$ cat config.mk
export PLATFORM = sky130hd
export DESIGN_NAME = stage_wb_flat
export DESIGN_NICKNAME = d
export VERILOG_FILES = /design/src/rtl/stage_wb_if.sv /design/src/rtl/stage_wb.sv /design/src/flat_wrapper.sv
export SDC_FILE = /design/constraint.sdc
export NUM_CORES = 1
export LEC_CHECK = 0
export CAP_MARGIN = 20
export CORE_ASPECT_RATIO = 0.9
export CORE_MARGIN = 4
export CORE_UTILIZATION = 46
export DETAILED_ROUTE_END_ITERATION = 8
export PLACE_DENSITY = 0.79
export SYNTH_ARGS = -nofsm -noshare
export SYNTH_HDL_FRONTEND = slang
export SYNTH_SLANG_ARGS = --single-unit
$ cat constraint.sdc
create_clock -name clk -period 3.1 [get_ports clk]
set_input_delay 0.62 -clock clk [delete_from_list [all_inputs] [get_ports clk]]
set_output_delay 0.62 -clock clk [all_outputs]
set_load 0.02 [all_outputs]
$ cat src/rtl/stage_wb_if.sv
// MEM/ID-to-WB connection bundle for the write-back stage.
// The master side is the rest of the pipeline; the slave side is stage_wb.
interface stage_wb_if #(
  parameter int unsigned COUNT_WIDTH = 16
);
  logic                   stall;
  logic                   valid_in;
  logic [2:0]             dest_in;
  logic                   load_regfile_in;
  logic                   load_cc_in;
  logic [1:0]             wb_sel_in;
  logic [15:0]            alu_in;
  logic [15:0]            mem_in;
  logic [15:0]            pc_in;
  logic                   addr_lsb_in;
  logic [2:0]             id_sr1;
  logic [2:0]             id_sr2;
  logic [2:0]             regfile_dest;
  logic [15:0]            regfile_data;
  logic                   regfile_load;
  logic [15:0]            stage_WB_regfile_data;
  logic                   forward_ID_A_mux_sel;
  logic                   forward_ID_B_mux_sel;
  logic [2:0]             cc_out;
  logic [COUNT_WIDTH-1:0] retired_count;

  modport master (
    output stall, valid_in, dest_in, load_regfile_in, load_cc_in, wb_sel_in,
           alu_in, mem_in, pc_in, addr_lsb_in, id_sr1, id_sr2,
    input  regfile_dest, regfile_data, regfile_load, stage_WB_regfile_data,
           forward_ID_A_mux_sel, forward_ID_B_mux_sel, cc_out, retired_count
  );

  modport slave (
    input  stall, valid_in, dest_in, load_regfile_in, load_cc_in, wb_sel_in,
           alu_in, mem_in, pc_in, addr_lsb_in, id_sr1, id_sr2,
    output regfile_dest, regfile_data, regfile_load, stage_WB_regfile_data,
           forward_ID_A_mux_sel, forward_ID_B_mux_sel, cc_out, retired_count
  );
endinterface

$ cat src/rtl/stage_wb.sv
// LC-3b write-back stage: MEM/WB register, result formatting, register-file
// write port, condition codes, ID forwarding selects and retired counter.
module stage_wb #(
  parameter int unsigned COUNT_WIDTH = 16
) (
  input  logic      clk,
  input  logic      rst,
  stage_wb_if.slave bus
);

  logic                   valid_q;
  logic [2:0]             dest_q;
  logic                   load_rf_q;
  logic                   load_cc_q;
  logic [1:0]             wb_sel_q;
  logic [15:0]            alu_q;
  logic [15:0]            mem_q;
  logic [15:0]            pc_q;
  logic                   addr_lsb_q;
  logic [2:0]             cc_q;
  logic [2:0]             cc_d;
  logic [COUNT_WIDTH-1:0] count_q;
  logic [COUNT_WIDTH-1:0] count_d;

  logic [7:0]  byte_sel;
  logic [15:0] result;
  logic        rf_load;
  logic        retire;

  always_comb begin
    byte_sel = addr_lsb_q ? mem_q[15:8] : mem_q[7:0];
    result   = alu_q;
    unique case (wb_sel_q)
      2'd0: result = alu_q;
      2'd1: result = mem_q;
      2'd2: result = {{8{byte_sel[7]}}, byte_sel};
      2'd3: result = pc_q;
    endcase
  end

  assign rf_load = valid_q & load_rf_q;
  // CC and counter act on the instruction leaving WB, not the one entering.
  assign retire  = valid_q & ~bus.stall;

  always_comb begin
    cc_d    = cc_q;
    count_d = count_q;
    if (retire && load_cc_q) begin
      cc_d[2] = result[15];
      cc_d[1] = (result == 16'h0000);
      cc_d[0] = ~result[15] & (result != 16'h0000);
    end
    if (retire) begin
      count_d = count_q + 1'b1;
    end
  end

  always_ff @(posedge clk or posedge rst) begin
    if (rst) begin
      valid_q    <= 1'b0;
      dest_q     <= 3'd0;
      load_rf_q  <= 1'b0;
      load_cc_q  <= 1'b0;
      wb_sel_q   <= 2'd0;
      alu_q      <= 16'h0000;
      mem_q      <= 16'h0000;
      pc_q       <= 16'h0000;
      addr_lsb_q <= 1'b0;
      cc_q       <= 3'b010;
      count_q    <= '0;
    end else if (!bus.stall) begin
      valid_q    <= bus.valid_in;
      dest_q     <= bus.dest_in;
      load_rf_q  <= bus.load_regfile_in;
      load_cc_q  <= bus.load_cc_in;
      wb_sel_q   <= bus.wb_sel_in;
      alu_q      <= bus.alu_in;
      mem_q      <= bus.mem_in;
      pc_q       <= bus.pc_in;
      addr_lsb_q <= bus.addr_lsb_in;
      cc_q       <= cc_d;
      count_q    <= count_d;
    end
  end

  assign bus.regfile_dest          = dest_q;
  assign bus.regfile_data          = result;
  assign bus.regfile_load          = rf_load;
  assign bus.stage_WB_regfile_data = result;
  assign bus.forward_ID_A_mux_sel  = rf_load & (dest_q == bus.id_sr1);
  assign bus.forward_ID_B_mux_sel  = rf_load & (dest_q == bus.id_sr2);
  assign bus.cc_out                = cc_q;
  assign bus.retired_count         = count_q;

endmodule

$ cat src/flat_wrapper.sv
// flat-port wrapper written by rule: the top's interface ports become plain ports
module stage_wb_flat 
#(
  parameter int unsigned COUNT_WIDTH = 16
)
  (clk, rst, bus_stall, bus_valid_in, bus_dest_in, bus_load_regfile_in, bus_load_cc_in, bus_wb_sel_in, bus_alu_in, bus_mem_in, bus_pc_in, bus_addr_lsb_in, bus_id_sr1, bus_id_sr2, bus_regfile_dest, bus_regfile_data, bus_regfile_load, bus_stage_WB_regfile_data, bus_forward_ID_A_mux_sel, bus_forward_ID_B_mux_sel, bus_cc_out, bus_retired_count);
  stage_wb_if #(.COUNT_WIDTH(COUNT_WIDTH)) bus_i ();
  input  logic clk;
  input  logic rst;
  input wire logic [$bits(bus_i.stall)-1:0] bus_stall;
  input wire logic [$bits(bus_i.valid_in)-1:0] bus_valid_in;
  input wire logic [$bits(bus_i.dest_in)-1:0] bus_dest_in;
  input wire logic [$bits(bus_i.load_regfile_in)-1:0] bus_load_regfile_in;
  input wire logic [$bits(bus_i.load_cc_in)-1:0] bus_load_cc_in;
  input wire logic [$bits(bus_i.wb_sel_in)-1:0] bus_wb_sel_in;
  input wire logic [$bits(bus_i.alu_in)-1:0] bus_alu_in;
  input wire logic [$bits(bus_i.mem_in)-1:0] bus_mem_in;
  input wire logic [$bits(bus_i.pc_in)-1:0] bus_pc_in;
  input wire logic [$bits(bus_i.addr_lsb_in)-1:0] bus_addr_lsb_in;
  input wire logic [$bits(bus_i.id_sr1)-1:0] bus_id_sr1;
  input wire logic [$bits(bus_i.id_sr2)-1:0] bus_id_sr2;
  output wire logic [$bits(bus_i.regfile_dest)-1:0] bus_regfile_dest;
  output wire logic [$bits(bus_i.regfile_data)-1:0] bus_regfile_data;
  output wire logic [$bits(bus_i.regfile_load)-1:0] bus_regfile_load;
  output wire logic [$bits(bus_i.stage_WB_regfile_data)-1:0] bus_stage_WB_regfile_data;
  output wire logic [$bits(bus_i.forward_ID_A_mux_sel)-1:0] bus_forward_ID_A_mux_sel;
  output wire logic [$bits(bus_i.forward_ID_B_mux_sel)-1:0] bus_forward_ID_B_mux_sel;
  output wire logic [$bits(bus_i.cc_out)-1:0] bus_cc_out;
  output wire logic [$bits(bus_i.retired_count)-1:0] bus_retired_count;
  assign bus_i.stall = bus_stall;
  assign bus_i.valid_in = bus_valid_in;
  assign bus_i.dest_in = bus_dest_in;
  assign bus_i.load_regfile_in = bus_load_regfile_in;
  assign bus_i.load_cc_in = bus_load_cc_in;
  assign bus_i.wb_sel_in = bus_wb_sel_in;
  assign bus_i.alu_in = bus_alu_in;
  assign bus_i.mem_in = bus_mem_in;
  assign bus_i.pc_in = bus_pc_in;
  assign bus_i.addr_lsb_in = bus_addr_lsb_in;
  assign bus_i.id_sr1 = bus_id_sr1;
  assign bus_i.id_sr2 = bus_id_sr2;
  assign bus_regfile_dest = bus_i.regfile_dest;
  assign bus_regfile_data = bus_i.regfile_data;
  assign bus_regfile_load = bus_i.regfile_load;
  assign bus_stage_WB_regfile_data = bus_i.stage_WB_regfile_data;
  assign bus_forward_ID_A_mux_sel = bus_i.forward_ID_A_mux_sel;
  assign bus_forward_ID_B_mux_sel = bus_i.forward_ID_B_mux_sel;
  assign bus_cc_out = bus_i.cc_out;
  assign bus_retired_count = bus_i.retired_count;
  stage_wb #(.COUNT_WIDTH(COUNT_WIDTH)) u_core (.clk(clk), .rst(rst), .bus(bus_i));
endmodule
# After elaboration in Yosys (flattened, before gate mapping)
# Cells that the tools add are included.
# op_classes
addsub,1
eq_ne,5
mux,2
bitwise_logic,7
n_reduce_logical,6
# ops
cell,count
16-bit one-hot mux with 4 select lines,1
16-bit by 1-bit adder with 16-bit output (second input constant),1
16-bit zero test,1
16-bit nonzero test,1
8-bit 2-to-1 mux,1
3-bit == test,2
1-bit AND,5
2-bit == test (second input constant),2
2-bit AND reduction,2
2-bit by 1-bit == test with 1-bit output (second input constant),1
2-bit zero test,1
1-bit inverter,2
1-bit logical AND,1
# totals
regBits,76
inputBits,66
out_inout_bits,57
wordCells,32

# Depth between registers and ports, before layout
# Gate-level depths: netlist of the first run.
# depth
depth_word,4
mapped_depth,7
mapped_depth_nobuf,5

# Worst setup path after synthesis of the first run
# Ideal clock, no wire load.
# synth_path
path_kind,register -> output
start,register u_core.wb_sel_q[1]
end,output port bus_stage_WB_regfile_data[2]
arrival_time_ns,1.889
required_time_ns,2.480
path_slack_ns,0.591
path_stages_with_launch,7
path_buffers,4
cell_sequence,dfrtp_1 -> buf_2 -> buf_1 -> clkbuf_1 -> mux2i_1 -> o21ai_1 -> buf_4
# synth_between
elab_chain_cells,2
word_cells_on_any_way,5
cone_classes,eq/ne: 3; mux: 1; reduce/logical: 1
# synth_rtl
item,line,text
start: declaration,stage_wb.sv:15,logic [1:0] wb_sel_q;
start signal: assignment,stage_wb.sv:76,wb_sel_q <= bus.wb_sel_in;
2-bit == test (tied with other cells),stage_wb.sv:33,unique case (wb_sel_q)
16-bit one-hot mux with 4 select lines *,stage_wb.sv:33,
end: declaration,flat_wrapper.sv:25,output wire logic [$bits(bus_i.stage_WB_regfile_data)-1:0] bus_stage_WB_regfile_data;
# Every way passes the cells marked *; elsewhere a longest branch is shown, timed or not.

# Worst setup path after layout of the first run
# layout_path
start,register u_core.wb_sel_q[1]
end,output port bus_stage_WB_regfile_data[7]
# Same word-level chain as after synthesis.

==> run summary, run 1 <==
Once placement finished, the instance area stood at 0.00508 mm2. STA classifies the critical path endpoint as a primary output. The net switching power figure came out at 0.000932 W. Cells fill 65.7% of the core in the end.

The number of buffers created by CTS is 9. The final hold violation count came out at 0. The post-cts hold buffer count came out at 0. The share of the Yosys chip area taken by registers is 49.8%. The initial antenna violation count came out at 0. The HPWL reported at the end of detailed placement is 6.96 mm. The clock group share of total power came out at between 20 and 30%.

The final layout contains approximately 480 nets. Static timing analysis puts the maximum clock frequency at roughly 330 MHz. The overall die width came out at ~100 um.

The cell leakage power is around 2.2 nW. The post-detailed-route wirelength per cell came out at approximately 18 um. The startpoint identified for the worst register-to-register timing path is u_core.wb_sel_q[1]$_DFFE_PP0N_. Internal power comes to 0.00209 W. The final worst hold slack came out at between 0.4 and 0.5 ns. The required time of the critical path is 2.48 ns. The cell count after synthesis came out at roughly 300. The Yosys warning count came out at 0. When the netlist entered floorplanning its net count stood at roughly 360.

In this run the worst hold path is classified as register to register. The number of flip-flops and latches in the synthesized netlist is 76. The number of enable-type register cells in the synthesized netlist came out at 0. The aggregate negative setup slack is 0 ns. Setup repair after global routing left no endpoint under its margin. After synthesis, the most frequently instantiated cells are sky130_fd_sc_hd__dfrtp_1 (75), sky130_fd_sc_hd__mux2_1 (56), sky130_fd_sc_hd__buf_4 (16). The area share of the largest cell type after synthesis came out at 49.1%. The insertion delay of the later-clocked pin in the worst-skew pair came out at 0.35 ns. Counting the fill cells in the layout gives around 630. Counting along the longest clock path gives a buffer depth of 2. The via count of the first global-routing pass came to around 2900.

The CTS tree is built. In this run the tightest slew margin relative to its limit is 49.8%. The worst hold endpoint is u_core.alu_q[10]$_DFFE_PP0N_. By area the synthesized netlist is led by sky130_fd_sc_hd__dfrtp_1 (49%), sky130_fd_sc_hd__mux2_1 (17%), sky130_fd_sc_hd__mux4_2 (5.9%). The proportion of layout cells with a drive suffix above 1 came out at ~12%. The final critical path time including I/O delays and setup came out at ~3 ns. The total iterations of the first detailed-routing run is 5. Net switching is between 30 and 40% of the power.

Data on the critical path arrives at its endpoint at 2.37 ns. The post-detailed-route via-to-cell ratio came out at about 5.4. The power consumption came out at 0.00303 W.

Summed over all layers, the global routing overflow is 0. The count of port buffers added during placement came out at 122. Across the run, the number of max-cap violations was 0. The die area came out at between 0.009 and 0.01 mm2. After synthesis the cells add up to approximately 0.0038 mm2. The netlist uses 46 different library cells. The first global-routing pass estimated roughly 15 mm of wire. The finished cells cover about 0.0053 mm2.

The total global routing track utilization came out at a little under a fifth. The total of endpoints with negative setup slack in the final report is 0. For this design the top-level I/O count stands at between 100 and 150. Of the total power, registers draw between 40 and 50%. The pin slew with the least headroom to its limit came out at between 0.7 and 0.8 ns. The floorplan step defined a core boundary enclosing slightly above 0.008 mm2. Buffers added to address setup during post-CTS repair amount to 0. The cell count of the worst reg-to-reg path is 7. The wire length after detailed routing is 9.19 mm. The startpoint identified for the worst hold timing path is u_core.alu_q[10]$_DFFE_PP0N_.

The largest net degree at the start of global routing is 58. The mean cell area of the mapped netlist came out at between 10 and 15 um2. The cell sitting at the root of the clock tree is a sky130_fd_sc_hd__clkbuf_8.

In the post-synthesis netlist, the cell with the most instances is sky130_fd_sc_hd__dfrtp_1. Combinational logic is responsible for between 30% and 40% of the overall power. The slack of the worst reg-to-reg path came out at about 0.8 ns. The maximum VDD drop came out at roughly 0.3 mV.

The chip height came out at roughly 94 um. The violation count after the first detailed-routing iteration came out at between 100 and 150. Of all cell types, the one taking the most synthesized area is sky130_fd_sc_hd__dfrtp_1. The endpoint identified for the worst register-to-register timing path is u_core.bus.cc_out[1]$_DFFE_PP1P_. The worst setup skew after layout is 0.00928 ns. The clock sink count came out at between 70 and 80.

The clock-pin slew of the registers on the worst-case setup and hold paths came out at roughly 0.080 ns. The run finished with clean final reports. The peak fanout along the critical path is 11. The number of routed nets with antenna violations came out at 0. The post-route fraction of the period consumed by the critical path is 96.3%. The dominant register cell in the synthesized netlist is sky130_fd_sc_hd__dfrtp_1.

The count of final max-slew check failures is 0. The growth of design area from synthesis to finish is 38.8%. The number of cells on the worst hold path is 1.

Once the floorplan was initialized, standard cells occupied 47.3% of the core. The final weighted congestion of routability-driven global placement is about 0.81. The DRC violation count after routing came out at 0. In this run the core area contains 31 standard-cell rows. The total via count after detailed routing is 2752. The number of H-tree levels is 3. The number of antenna diodes is 0. Power spread over the standard cell area amounts to roughly 570 mW/mm2. The worst setup path is of the register to primary output kind. The kind of start point of the critical path is a register. The number of gates resized after cts is 0. After synthesis, the share of flip-flops with an asynchronous set or reset is 100%.
## power by group through the flow
stage / Clock (W) / Combinational, W / Sequential (W)
after floorplan: 0 / 0.000521 / 0.00127
after global placement: 0 / 0.000944 / 0.00125
after detailed placement: 0 / 0.000959 / 0.00125
after CTS: 0.000851 / 0.000967 / 0.00124
after global routing: 0.000893 / 0.00102 / 0.00125
final: 0.000836 / 0.000955 / 0.00124
## logic make-up after synthesis
family          synth area share (%)
compound gates                  4.29
xor+xnor                        4.82
fa+ha+maj                      0.328
buf+inv                         5.24
flops                           49.8
mux                             27.7
simple gates                    7.80
## metrics by stage
| stage | instances | setup WS [ns] |
|---|---|---|
| 2_1_floorplan | 295 | 0.543 |
| 3_3_place_gp | 498 | 0.386 |
| 3_5_place_dp | 498 | 0.369 |
| 4_1_cts | 514 | 0.0957 |
| 5_1_grt | 514 | 0.0309 |
| 6_report | 514 | 0.115 |
## cell type report
class                           instances  area, um2  share of cell area [%]
Inverter                                3       11.3                   0.213
Clock inverter                          4       73.8                    1.39
Sequential cell                        76       1900                    35.9
Multi-Input combinational cell        185       1720                    32.4
Tap cell                               99        124                    2.34
Timing Repair Buffer                  135       1330                    25.0
Clock buffer                           12        145                    2.74
## worst max-delay path, cell delays in order, from the launching register on
cell                              delay (ns)
sky130_fd_sc_hd__dfrtp_1                0.62
sky130_fd_sc_hd__buf_4                  0.23
sky130_fd_sc_hd__mux2i_1                0.18
sky130_fd_sc_hd__nor2_1                 0.06
sky130_fd_sc_hd__a311o_1                0.37
sky130_fd_sc_hd__clkdlybuf4s50_1        0.56
## flip-flops by register name (all words and copies together), names as in the netlist
name / cells
u_core.mem_q: 16
u_core.bus.regfile_dest: 3
u_core.wb_sel_q: 2
u_core.load_cc_q: 1
u_core.pc_q: 16
u_core.addr_lsb_q: 1
u_core.load_rf_q: 1
u_core.bus.cc_out: 3
u_core.alu_q: 16
u_core.bus.retired_count: 16
u_core.valid_q: 1
## placed cells by master, fill, tap and decap left out, drive strengths merged, types with 2 or more instances in the layout
cell	Yosys	routed
mux2	62	62
bufinv	0	2
xor2	11	11
nor4	4	4
mux2i	10	10
nor3b	2	2
dfrtp	75	75
nor2b	4	4
clkdlybuf4s50	0	121
and3	3	3
a21oi	7	7
buf	25	14
nand3	4	4
nor2	15	15
nand4	5	5
a211oi	2	2
clkbuf	6	12
inv	3	3
nand2	11	11
o21ai	3	3
xnor2	10	10
nor3	5	5
mux4	11	11
a22oi	2	2
clkinv	0	2
## layer usage
| metal | up-vias | routed length (um) | global-route usage [%] |
|---|---|---|---|
| met5 | - | 0 | 0 |
| met4 | 0 | 179 | 6.53 |
| met3 | 14 | 501 | 4.78 |
| met2 | 95 | 4580 | 32.0 |
| met1 | 1363 | 3930 | 23.7 |
| li1 | 1280 | - | - |
## how the worst max path moves through the flow
stage	start	to	slack (ns)	cells past startpoint
floorplan	rst	u_core.addr_lsb_q$_DFFE_PP0N_	0.54	1
global placement	bus_id_sr1[2]	bus_forward_ID_A_mux_sel	0.39	4
detailed placement	bus_id_sr1[2]	bus_forward_ID_A_mux_sel	0.37	4
CTS	u_core.wb_sel_q[1]$_DFFE_PP0N_	bus_stage_WB_regfile_data[15]	0.1	3
global route	u_core.addr_lsb_q$_DFFE_PP0N_	bus_regfile_data[10]	0.03	3
finish	u_core.wb_sel_q[1]$_DFFE_PP0N_	bus_stage_WB_regfile_data[7]	0.11	5
Note: power is estimated with default switching activity, not from simulation.
==> run 2: changes to the inputs <==
--- a/config.mk
+++ b/config.mk
@@ -7,7 +7,6 @@
 export LEC_CHECK = 0
 export CAP_MARGIN = 20
 export CORE_ASPECT_RATIO = 0.9
-export CORE_MARGIN = 4
 export CORE_UTILIZATION = 46
 export DETAILED_ROUTE_END_ITERATION = 8
 export PLACE_DENSITY = 0.79
==> run 2 against run 1 <==
  * The flow now finishes with violations (design-rule violations)
  * Global-route usage grew 1.8 points
  * Power grew 4.7%
  * Fmax grew 0.13%
  * Critical path depth shrank 2
  * Combinational power shrank 1%
  * Final cell count shrank 0.58%
  * Via count shrank 1.3%
  * Worst hold slack lost 0.013 ns
  * Sequential cell count is the same
  * First-iteration DRC count grew 27%
  * Design area grew 0.68%
  * Highest routed layer unchanged
==> run summary, run 2 (synthesis results as in run 1) <==
In this run the vertical extent of the chip is ~88 um. The wire length of the first global-routing pass came out at 13.8 mm. The DRC violation count after routing is 4.

The number of gates resized after cts came out at 0. The worst setup path is captured at a primary output. Entering global routing, the biggest net connects a little under 60 pins.

From synthesis to final layout, the design area changed by 39.7%. The logic gate share of total power came out at approximately 30%. The slack of the worst reg-to-reg path is between 1 and 1.5 ns. The endpoint of the lowest-slack register-to-register path is u_core.bus.cc_out[0]$_DFFE_PP0P_. The net count of the finished layout is about 470. The power per cell area came out at just under 600 mW/mm2. After filler insertion, the fill cell instance count of the layout stands at between 600 and 700. The sequential cell fraction of total power came out at between 30% and 40%. The clock tree synthesis step divided the H-tree into 3 levels. The tree is rooted in a sky130_fd_sc_hd__clkbuf_8.

The proportion of layout cells with a drive suffix above 1 came out at 10.9%. The clock-pin slew of the registers on the worst-case setup and hold paths is roughly 0.08 ns. The post-detailed-route wirelength per cell came out at between 15 and 20 um. Traced cell by cell, the critical path runs through mux2_4 -> mux4_1 -> clkdlybuf4s50_1. The final weighted congestion of routability-driven global placement is about 0.87.

Input and output buffers added on the ports amount to between 100 and 150. Buffers inserted to repair hold after CTS numbered 0. Dividing the final minimum period by the clock period gives 96.2%. The total of endpoints with negative setup slack in the final report came out at 0. In this run the critical register-to-register path is launched from u_core.addr_lsb_q$_DFFE_PP0N_. The number of routed nets with antenna violations came out at 0.

The initial antenna violation count came to 0. Across the VDD grid, the largest voltage drop is approximately 0.32 mV. For this design, the slowest cell found on the critical path is sky130_fd_sc_hd__mux4_1. The final hold violation count came out at 0. The total area inside the core boundary comes to around 0.008 mm2. The clock sink count came out at 76. The number of maximum-capacitance constraint violations came out at 0. The via count of the first global-routing pass came out at between 2000 and 3000. The pre-CTS setup slack is 0.378 ns. At the pin with the least slew margin, the transition time is between 0.7 and 0.8 ns. The worst path setup slack after routing is ~0.12 ns. The footprint of the multi-input gates came out at about 0.0017 mm2. The cell leakage power is between 2 and 2.5 nW. For this design the top-level I/O count stands at 123. In this run the worst path has a maximum fanout of 9. The library cells used most frequently in the layout, excluding fill and tap cells, are sky130_fd_sc_hd__clkdlybuf4s50_1 (121), sky130_fd_sc_hd__dfrtp_1 (75), sky130_fd_sc_hd__mux2_1 (56). The start point of the worst hold path is u_core.bus.retired_count[15]$_DFFE_PP0P_. After clock tree synthesis, the setup repair step added 0 buffers. The count of standard-cell rows came out at 31. TritonCTS built the clock tree. Measured against its own limit, the worst slew margin works out to between 40% and 50%.

The total global routing track utilization came out at 20.7%. The library cell used most frequently in the layout, excluding fill and tap cells, is sky130_fd_sc_hd__clkdlybuf4s50_1. For this run, the slowest stage of the critical path takes roughly 0.59 ns. The aggregate negative setup slack is 0 ns. The floorplan step defined a die boundary enclosing between 0.008 and 0.009 mm2.

For this configuration, the core starts out at a cell density of a little under half. The total overflow left after global routing is 0. The total area of sequential cells is roughly 0.0019 mm2. The final reports fail on design-rule violations. The number of cells on the worst reg-to-reg path is 5. The post-detailed-route via-to-cell ratio came out at approximately 5.3.

In this run switching power makes up between 20% and 30% of total power. The number of antenna diodes came out at 0. The count of final max-slew check failures came out at 0. The worst setup skew after layout came out at between 0.008 and 0.009 ns.

The number of buffers created by CTS came out at 9. The maximum frequency from static timing analysis is 335 MHz. The path class of the tightest hold or removal check is register to register.

The clock group share of total power came out at 31.3%. Detailed placement ended at an HPWL of between 6 and 7 mm. The number of cells on the worst hold path is 1. The kind of start point of the critical path is a register. The net switching power figure is 0.000914 W. The final critical path time including I/O delays and setup is between 2 and 3 ns. The violation count after the first detailed-routing iteration is ~160. The total iterations of the first detailed-routing run is 6. The critical setup path kind is register to primary output.

The data arrival time of the critical path is roughly 2.4 ns. The flow ran to the end, but the final reports show violations. After detailed routing, the total wire length is ~8.5 mm. The buffer levels on the longest clock path is 2. Setup repair after global routing left no endpoint under its margin. The required time of the critical path came out at 2.48 ns. The internal portion of the total power is approximately 0.0023 W. The path with the worst hold slack has its endpoint at u_core.bus.retired_count[15]$_DFFE_PP0P_.

The later pin in the worst-skew pair is clocked with a latency of about 0.33 ns. Across all layers, the routed design uses 2715 vias. The overall die width came out at roughly 98 um.
[run 2: area by class of cell]
cell class	count	share of cell area (%)
Timing Repair Buffer	132	24.7
Clock buffer	12	2.72
Multi-Input combinational cell	185	32.2
Sequential cell	76	35.7
Clock inverter	4	2.25
Tap cell	99	2.32
Inverter	3	0.211
[run 2: critical path: cells and delay by family, from the launching register on]
| kind | cells | cell delay (ns) |
|---|---|---|
| flip-flops | 1 | 0.49 |
| buffers and inverters | 1 | 0.58 |
| multiplexers | 2 | 0.97 |
[run 2: how the worst max path moves through the flow]
stage               cells after the start  slack (ns)                     startpoint                             to
floorplan                               1        0.54                            rst  u_core.addr_lsb_q$_DFFE_PP0N_
global placement                        4        0.37                  bus_id_sr1[2]       bus_forward_ID_A_mux_sel
detailed placement                      4        0.38                  bus_id_sr1[2]       bus_forward_ID_A_mux_sel
CTS                                     3        0.11  u_core.addr_lsb_q$_DFFE_PP0N_           bus_regfile_data[10]
global route                            3        0.04  u_core.addr_lsb_q$_DFFE_PP0N_           bus_regfile_data[10]
finish                                  3        0.12  u_core.addr_lsb_q$_DFFE_PP0N_           bus_regfile_data[10]
[run 2: per-stage QoR]
step           hold WS (ns)  cell area (um2)  cells  power [W]  utilization, %
6_report              0.473             5340    511    0.00317            66.4
5_1_grt               0.493             5340    511    0.00331            66.4
4_1_cts               0.485             5340    511    0.00319            66.4
3_5_place_dp          0.473             5070    495    0.00220            63.1
3_3_place_gp          0.462             5070    495    0.00218            63.1
2_1_floorplan         0.456             3820    295    0.00179               -
[run 2: metal layers]
layer  GRT usage, %  vias to the layer above  share of wire (%)
li1               -                     1272                  -
met1           28.8                     1355                 46
met2           32.8                       78                 47
met3           4.11                       10                5.3
met4           7.16                        0                1.3
met5              0                        -                  0
[run 2: power by group through the flow]
stage	clock network (W)	registers, W	logic, W
after floorplan	0	0.00127	0.000521
after global placement	0	0.00124	0.000936
after detailed placement	0	0.00125	0.000953
after CTS	0.00101	0.00123	0.000956
after global routing	0.00105	0.00125	0.00101
final	0.000993	0.00123	0.000945
